===== config.mk =====
export PLATFORM = sky130hd
export DESIGN_NAME = serial_adder
export DESIGN_NICKNAME = d
export VERILOG_FILES = /design/src/rtl/serial_adder_pkg.sv /design/src/rtl/serial_adder_fa_cell.sv /design/src/rtl/serial_adder.sv
export SDC_FILE = /design/constraint.sdc
export NUM_CORES = 1
export LEC_CHECK = 0
export CORE_MARGIN = 5
export CORE_UTILIZATION = 35
export CTS_CLUSTER_SIZE = 28
export DETAILED_ROUTE_END_ITERATION = 10
export HOLD_SLACK_MARGIN = 0.12
export SYNTH_ARGS = -nofsm -noshare
export SYNTH_HDL_FRONTEND = slang
export SYNTH_SLANG_ARGS = --single-unit

===== constraint.sdc =====
create_clock -name clk -period 2.2 [get_ports clk]
set_clock_uncertainty 0.05 [all_clocks]
set_input_delay 0.44 -clock clk [delete_from_list [all_inputs] [get_ports clk]]
set_output_delay 0.44 -clock clk [all_outputs]
set_load 0.01 [all_outputs]

===== src/rtl/serial_adder_pkg.sv =====
// serial_adder_pkg: shared types and defaults for the bit-serial adder.
// Holds the FSM state encoding and the default operand width.
// Imported by serial_adder.
package serial_adder_pkg;

  // Default operand/sum width in bits.
  localparam int SA_DEFAULT_WIDTH = 8;

  // Controller states.
  typedef enum logic [1:0] {
    S_IDLE  = 2'd0,
    S_SHIFT = 2'd1,
    S_DONE  = 2'd2
  } state_e;

endpackage : serial_adder_pkg


===== src/rtl/serial_adder_fa_cell.sv =====
// fa_cell: one-bit full adder, the arithmetic core of serial_adder.
// Latency: purely combinational.
// Backpressure: none; no state, no handshake.
// Ports: a, b, cin -> s (sum bit), co (carry out).
module fa_cell (
  input  logic a,
  input  logic b,
  input  logic cin,
  output logic s,
  output logic co
);

  assign s  = a ^ b ^ cin;
  assign co = (a & b) | (cin & (a ^ b));

endmodule : fa_cell


===== src/rtl/serial_adder.sv =====
// serial_adder: bit-serial adder, {cout,sum} = a + b + cin, one bit per clock, LSB first.
// Latency: start accepted at edge k, result and done at edge k+WIDTH; one addition per WIDTH+2 cycles.
// Backpressure: start is only sampled in IDLE; starts during SHIFT/DONE are dropped, never queued.
// Ports: clk, rst (sync, active-high), start/a/b/cin in; busy, done, sum, cout out;
//        ovf (signed overflow) out only when SERIAL_ADDER_OVF_EN is defined.
module serial_adder
  import serial_adder_pkg::*;
#(
  parameter int WIDTH = SA_DEFAULT_WIDTH
) (
  input  logic             clk,
  input  logic             rst,
  input  logic             start,
  input  logic [WIDTH-1:0] a,
  input  logic [WIDTH-1:0] b,
  input  logic             cin,
  output logic             busy,
  output logic             done,
  output logic [WIDTH-1:0] sum,
`ifdef SERIAL_ADDER_OVF_EN
  output logic             ovf,
`endif
  output logic             cout
);

  localparam int              CNT_W    = $clog2(WIDTH);
  localparam logic [CNT_W-1:0] CNT_LAST = CNT_W'(WIDTH - 1);

  state_e             state_q, state_d;
  logic [WIDTH-1:0]   ra_q, ra_d;
  logic [WIDTH-1:0]   rb_q, rb_d;
  logic               c_q, c_d;
  logic [CNT_W-1:0]   cnt_q, cnt_d;
  logic [WIDTH-1:0]   res_q, res_d;
  logic [WIDTH-1:0]   sum_q, sum_d;
  logic               cout_q, cout_d;
`ifdef SERIAL_ADDER_OVF_EN
  logic               ovf_q, ovf_d;
`endif

  logic fa_s;
  logic fa_co;

  fa_cell u_fa (
    .a   (ra_q[0]),
    .b   (rb_q[0]),
    .cin (c_q),
    .s   (fa_s),
    .co  (fa_co)
  );

  always_ff @(posedge clk) begin
    if (rst) begin
      state_q <= S_IDLE;
      ra_q    <= '0;
      rb_q    <= '0;
      c_q     <= 1'b0;
      cnt_q   <= '0;
      res_q   <= '0;
      sum_q   <= '0;
      cout_q  <= 1'b0;
`ifdef SERIAL_ADDER_OVF_EN
      ovf_q   <= 1'b0;
`endif
    end else begin
      state_q <= state_d;
      ra_q    <= ra_d;
      rb_q    <= rb_d;
      c_q     <= c_d;
      cnt_q   <= cnt_d;
      res_q   <= res_d;
      sum_q   <= sum_d;
      cout_q  <= cout_d;
`ifdef SERIAL_ADDER_OVF_EN
      ovf_q   <= ovf_d;
`endif
    end
  end

  always_comb begin
    state_d = state_q;
    ra_d    = ra_q;
    rb_d    = rb_q;
    c_d     = c_q;
    cnt_d   = cnt_q;
    res_d   = res_q;
    sum_d   = sum_q;
    cout_d  = cout_q;
`ifdef SERIAL_ADDER_OVF_EN
    ovf_d   = ovf_q;
`endif
    busy    = 1'b0;
    done    = 1'b0;

    case (state_q)
      S_IDLE: begin
        if (start) begin
          ra_d    = a;
          rb_d    = b;
          c_d     = cin;
          cnt_d   = '0;
          res_d   = '0;
          state_d = S_SHIFT;
        end
      end

      S_SHIFT: begin
        busy  = 1'b1;
        // Result fills from the MSB end so that after WIDTH shifts bit 0 sits at the LSB.
        res_d = {fa_s, res_q[WIDTH-1:1]};
        ra_d  = {1'b0, ra_q[WIDTH-1:1]};
        rb_d  = {1'b0, rb_q[WIDTH-1:1]};
        c_d   = fa_co;
        cnt_d = cnt_q + CNT_W'(1);
        if (cnt_q == CNT_LAST) begin
          sum_d   = {fa_s, res_q[WIDTH-1:1]};
          cout_d  = fa_co;
`ifdef SERIAL_ADDER_OVF_EN
          // c_q here is the carry into the MSB, fa_co the carry out of it.
          ovf_d   = c_q ^ fa_co;
`endif
          state_d = S_DONE;
        end
      end

      S_DONE: begin
        done    = 1'b1;
        state_d = S_IDLE;
      end

      default: begin
        state_d = S_IDLE;
      end
    endcase
  end

  assign sum  = sum_q;
  assign cout = cout_q;
`ifdef SERIAL_ADDER_OVF_EN
  assign ovf  = ovf_q;
`endif

endmodule : serial_adder


Yosys cells after proc, flatten, opt, wreduce, memory -nomap -nowiden --
Index checks and enable logic that the tools add are counted.
Storage, ports and cells: word-level logic and storage cells 39, bits of input ports 20, flip-flop bits (word level) 39, output and inout port bits 11
Cells by class: bitwise gates (word level) 5, $add $sub $neg 1, reductions and logical operators 5, muxes and demuxes 15, equality and inequality tests 5
Operator list (number):
- one-hot mux 8 bit (2 select lines) | 3
- 2-to-1 mux 8 bit | 3
- one-hot mux 3 bit (2 select lines) | 1
- AND reduction 2 bit | 3
- 2-to-1 mux 2 bit | 2
- != test 2 bit, second input constant | 2
- one-hot mux 2 bit (2 select lines) | 1
- adder 3 x 1 -> 3 bit, second input constant | 1
- == test 3 bit, second input constant | 1
- 2-to-1 mux 1 bit | 3
- 2-to-1 mux 3 bit | 1
- AND 1 bit | 2
- == test 2 x 1 -> 1 bit, second input constant | 1
- == test 2 bit, second input constant | 1
- zero test 2 bit | 1
- one-hot mux 1 bit (2 select lines) | 1
- nonzero test 2 bit | 1
- bitwise XOR 1 bit | 2
- bitwise OR 1 bit | 1

Depth between registers and ports, before layout --
word-level depth 4, gate-level depth with buffers 6, mapped depth without buffers 5

Hierarchy --
From an unflattened synthesis, not the netlist that was laid out.
Unflattened totals: cell total of the unflattened synthesis 163, area, all modules 1641.6 sq um
By module, submodules not included:
- serial_adder | area an instance 1621.6 sq um, sequential area each 760.7 sq um, times used 1, cells each 162
- fa_cell | area an instance 20.0 sq um, sequential area each 0.0 sq um, times used 1, cells each 1

Worst setup path before layout --
Ideal clock, no wire load.
kind register -> register, from register cnt_q[0], to register sum_q[2] (netlist: sum[2]), path slack 0.878 ns, library setup time 0.141 ns, clock period less this slack 1.322 ns, data required time 2.009 ns, arrival 1.131 ns, cell stages (with the launch flop) 7, buffers on the path 1, path through dfxtp_1 > ha_1 > ha_1 > and3b_1 > buf_2 > nand2_1 > a21oi_1
Between the ends: cells in the longest elaborated chain, start to end 2
Ends and longest elaborated chain:
- start, declared | RTL line serial_adder.sv:33 | logic [CNT_W-1:0] cnt_q, cnt_d;
- start signal, assigned | RTL line serial_adder.sv:70 | cnt_q <= cnt_d;
- == test 3 bit | RTL line serial_adder.sv:115 | if (cnt_q == CNT_LAST) begin
- AND reduction 2 bit (no source line)
- end signal, assigned | RTL line serial_adder.sv:72 | sum_q <= sum_d;
- end, declared | RTL line serial_adder.sv:35 | logic [WIDTH-1:0] sum_q, sum_d;
No other way between the ends. A chain may end at the register's enable or synchronous reset.

Worst setup path after layout --
from register state_q[1], to output done
Between the ends: cells in the longest elaborated chain, start to end 2
Ends and longest elaborated chain:
- start, declared | RTL line serial_adder.sv:29 | state_e state_q, state_d;
- start signal, assigned | RTL line serial_adder.sv:66 | state_q <= state_d;
- == test 2 bit | RTL line serial_adder.sv:95 | case (state_q)
- 2-to-1 mux 1 bit | RTL line serial_adder.sv:95
- end, declared | RTL line serial_adder.sv:18 | output logic done,
No other way between the ends.

==> reports/summary.txt <==
Status: complete, no violations
Pwr Density: 727 nW/um2
Overflow after GRT: 0
Critical path type: reg -> out
H-tree depth: 2
Total CTS buffers: 5
Final Critical Period: 1.98 ns
First-pass detailed-route iteration total: 3
Final instance count without filler cells: 242
Final Hold Vio Count: 0
Overall global routing resource usage: 11.0%
Peak Freq: 0.505 GHz
CP startpoint kind: register
Row cnt: 24
Layout area overhead: 25.9%
Sw power: 328 uW
Starting density of the core: 36.6%
Syn nets: 183
Layout cells sized above 1: 14.2%
Area of the core: 4410 um2
Root Buffer: clkbuf_8
Die area: 6070 um2
LEAKAGE: 0.000739 uW
Cells after Synth: 160
Io pins: 31
Library cells used by synthesis: 26
Sequential share of power: 50.0%
Clock buffer depth: 2
Final setup violation count: 0
Clock-pin slew on the worst setup and hold paths: 0.07 ns
Cell Int Power: 1150 uW
Die height: 77.9 um
Post-CTS Setup Bufs: 0
# port buffers: 30
Pin count of the biggest net entering global routing: 39
TritonCTS clock tree: built
Max Slew Vio Count: 0
Max_cap viols: 0
Setup ws final: 0.219 ns
# diodes: 0
# resized after CTS: 0
HPWL after DPL: 2230 um
Total wire length: 3120 um
First DRT Iteration DRCs: 35
Vias in the first global route: 1,266
Seq/Total Area, Yosys: 47.1%
Yosys warns: 0
Clock power share: 37.9%
Final #Nets: 212
Cts hold-fix bufs: 0
Slew headroom: 72.1%
Slew of the pin with the lowest slew margin: 0.413 ns
Number of antenna violations at the first check in global routing: 0
Most frequent cells in the layout: dfxtp_1 (38), clkdlybuf4s50_1 (30), nor2_1 (21)
DR DRC count: 0
Die width: 77.9 um
Setup Slack @ Placement: 0.241 ns
Placed cells: 234
Data required time at the worst endpoint: 1.71 ns
Synth Cell Area: 1620 um2
Vias per inst: 5.00
Seq cells post-synth: 38
Arr. time, crit path: 1.49 ns
First-pass GRT wire length: 5530 um
Vias: 1,209
Crit path max fanout: 10
Skew-Pair Late Insertion Delay: 0.28 ns
Worst VDD drop: 0.389 mV
Post-DR wirelength/cell: 12.9 um
Endpoint class of the critical path: output port
Combinational Power Share: 12.0%
Sw frac: 22.2%
GP Congestion: 0.730
Post-route ant nets: 0
Hold WS: 0.405 ns
RSZ-0062 raised after global routing: false
Hold Path Class: reg -> reg
Post-Route Setup TNS: 0 ns
Tcrit/Tclk final: 90.1%
Num Clock Sinks: 38
Commonest non-fill, non-tap cell in the layout: dfxtp_1
Post-layout util: 46.1%
Post-Syn Area per Cell: 10.1 um2
==> through the flow <==
stage | total power (uW) | cell area, um2
final | 1480 | 2030
after global routing | 1550 | 2030
after CTS | 1510 | 2030
after detailed placement | 936 | 1930
after global placement | 927 | 1930
after floorplan | 878 | 1620
==> per-layer routing <==
| layer | vias up | wire length, um | track usage, % |
|---|---|---|---|
| li1 | 622 | - | - |
| met1 | 557 | 1440 | 12.9 |
| met2 | 26 | 1490 | 18.9 |
| met3 | 4 | 158 | 3.36 |
| met4 | 0 | 31 | 4.05 |
| met5 | - | 0 | 0 |
==> registers in the layout, summed over array words and instances (netlist names) <==
signal / cells
ra_q: 8
rb_q: 8
sum: 8
res_q: 7
cnt_q: 3
state_q: 2
c_q: 1
cout: 1
==> cells in the mapped netlist (all sizes together) <==
library cell,number,share of area [%]
dfxtp,38,47
nor2,27,7.2
nand2,18,4.2
a211oi,15,9.1
mux2i,13,8.1
a22oi,11,5.1
buf,10,5.7
a21oi,9,2.8
clkbuf,3,0.70
a2111oi,2,1.5
ha,2,1.5
nor2b,2,0.77
nor3b,2,0.93
nor4b,2,1.1
and3b,1,0.54
fa,1,1.2
inv,1,0.23
nand3b,1,0.70
o21ba,1,1.0
o21bai,1,0.46
==> final timing paths <==
kind / depth (start not counted) / from / endpoint / slack [ns]
worst max-delay path: 2 / state_q[1]$_SDFFE_PP0P_ / done / 0.22
worst min-delay path: 2 / sum[6]$_SDFFE_PP0P_ / sum[6]$_SDFFE_PP0P_ / 0.40
worst max register to register: 4 / state_q[0]$_SDFFE_PP0P_ / ra_q[3]$_SDFFE_PP0P_ / 0.53
worst min register to register: 2 / sum[6]$_SDFFE_PP0P_ / sum[6]$_SDFFE_PP0P_ / 0.40
==> logic make-up (layout without fill, tap and decap cells) <==
group | after synthesis | after routing | share of synthesized area (%)
multiplexers | 13 | 13 | 8.06
adder cells (fa/ha/maj) | 3 | 3 | 2.79
AO/OA/AOI/OAI | 39 | 39 | 20.1
buffers and inverters | 14 | 44 | 6.58
flip-flops | 38 | 38 | 47.1
AND/OR/NAND/NOR | 53 | 53 | 15.4
==> power by group through the flow <==
| stage | clock network (uW) | registers (uW) | logic (uW) |
|---|---|---|---|
| floorplan | 0 | 752 | 126 |
| global placement | 0 | 755 | 173 |
| detailed placement | 0 | 756 | 180 |
| CTS | 585 | 740 | 180 |
| global route | 608 | 744 | 196 |
| finish | 561 | 741 | 178 |
==> critical path, stage by stage, from the launching register on <==
cell,delay [ns]
dfxtp_1,0.50
nor2b_1,0.17
clkdlybuf4s50_1,0.54
==> final cells by class <==
class                           instances  area, um2
Multi-Input combinational cell        108        748
Clock inverter                          1       30.0
Timing Repair Buffer                   35        350
Fill cell                             417       2380
Clock buffer                            7       76.3
Inverter                                1       3.75
Tap cell                               52       65.1
Sequential cell                        38        761
Note: power is estimated with default switching activity, not from simulation.
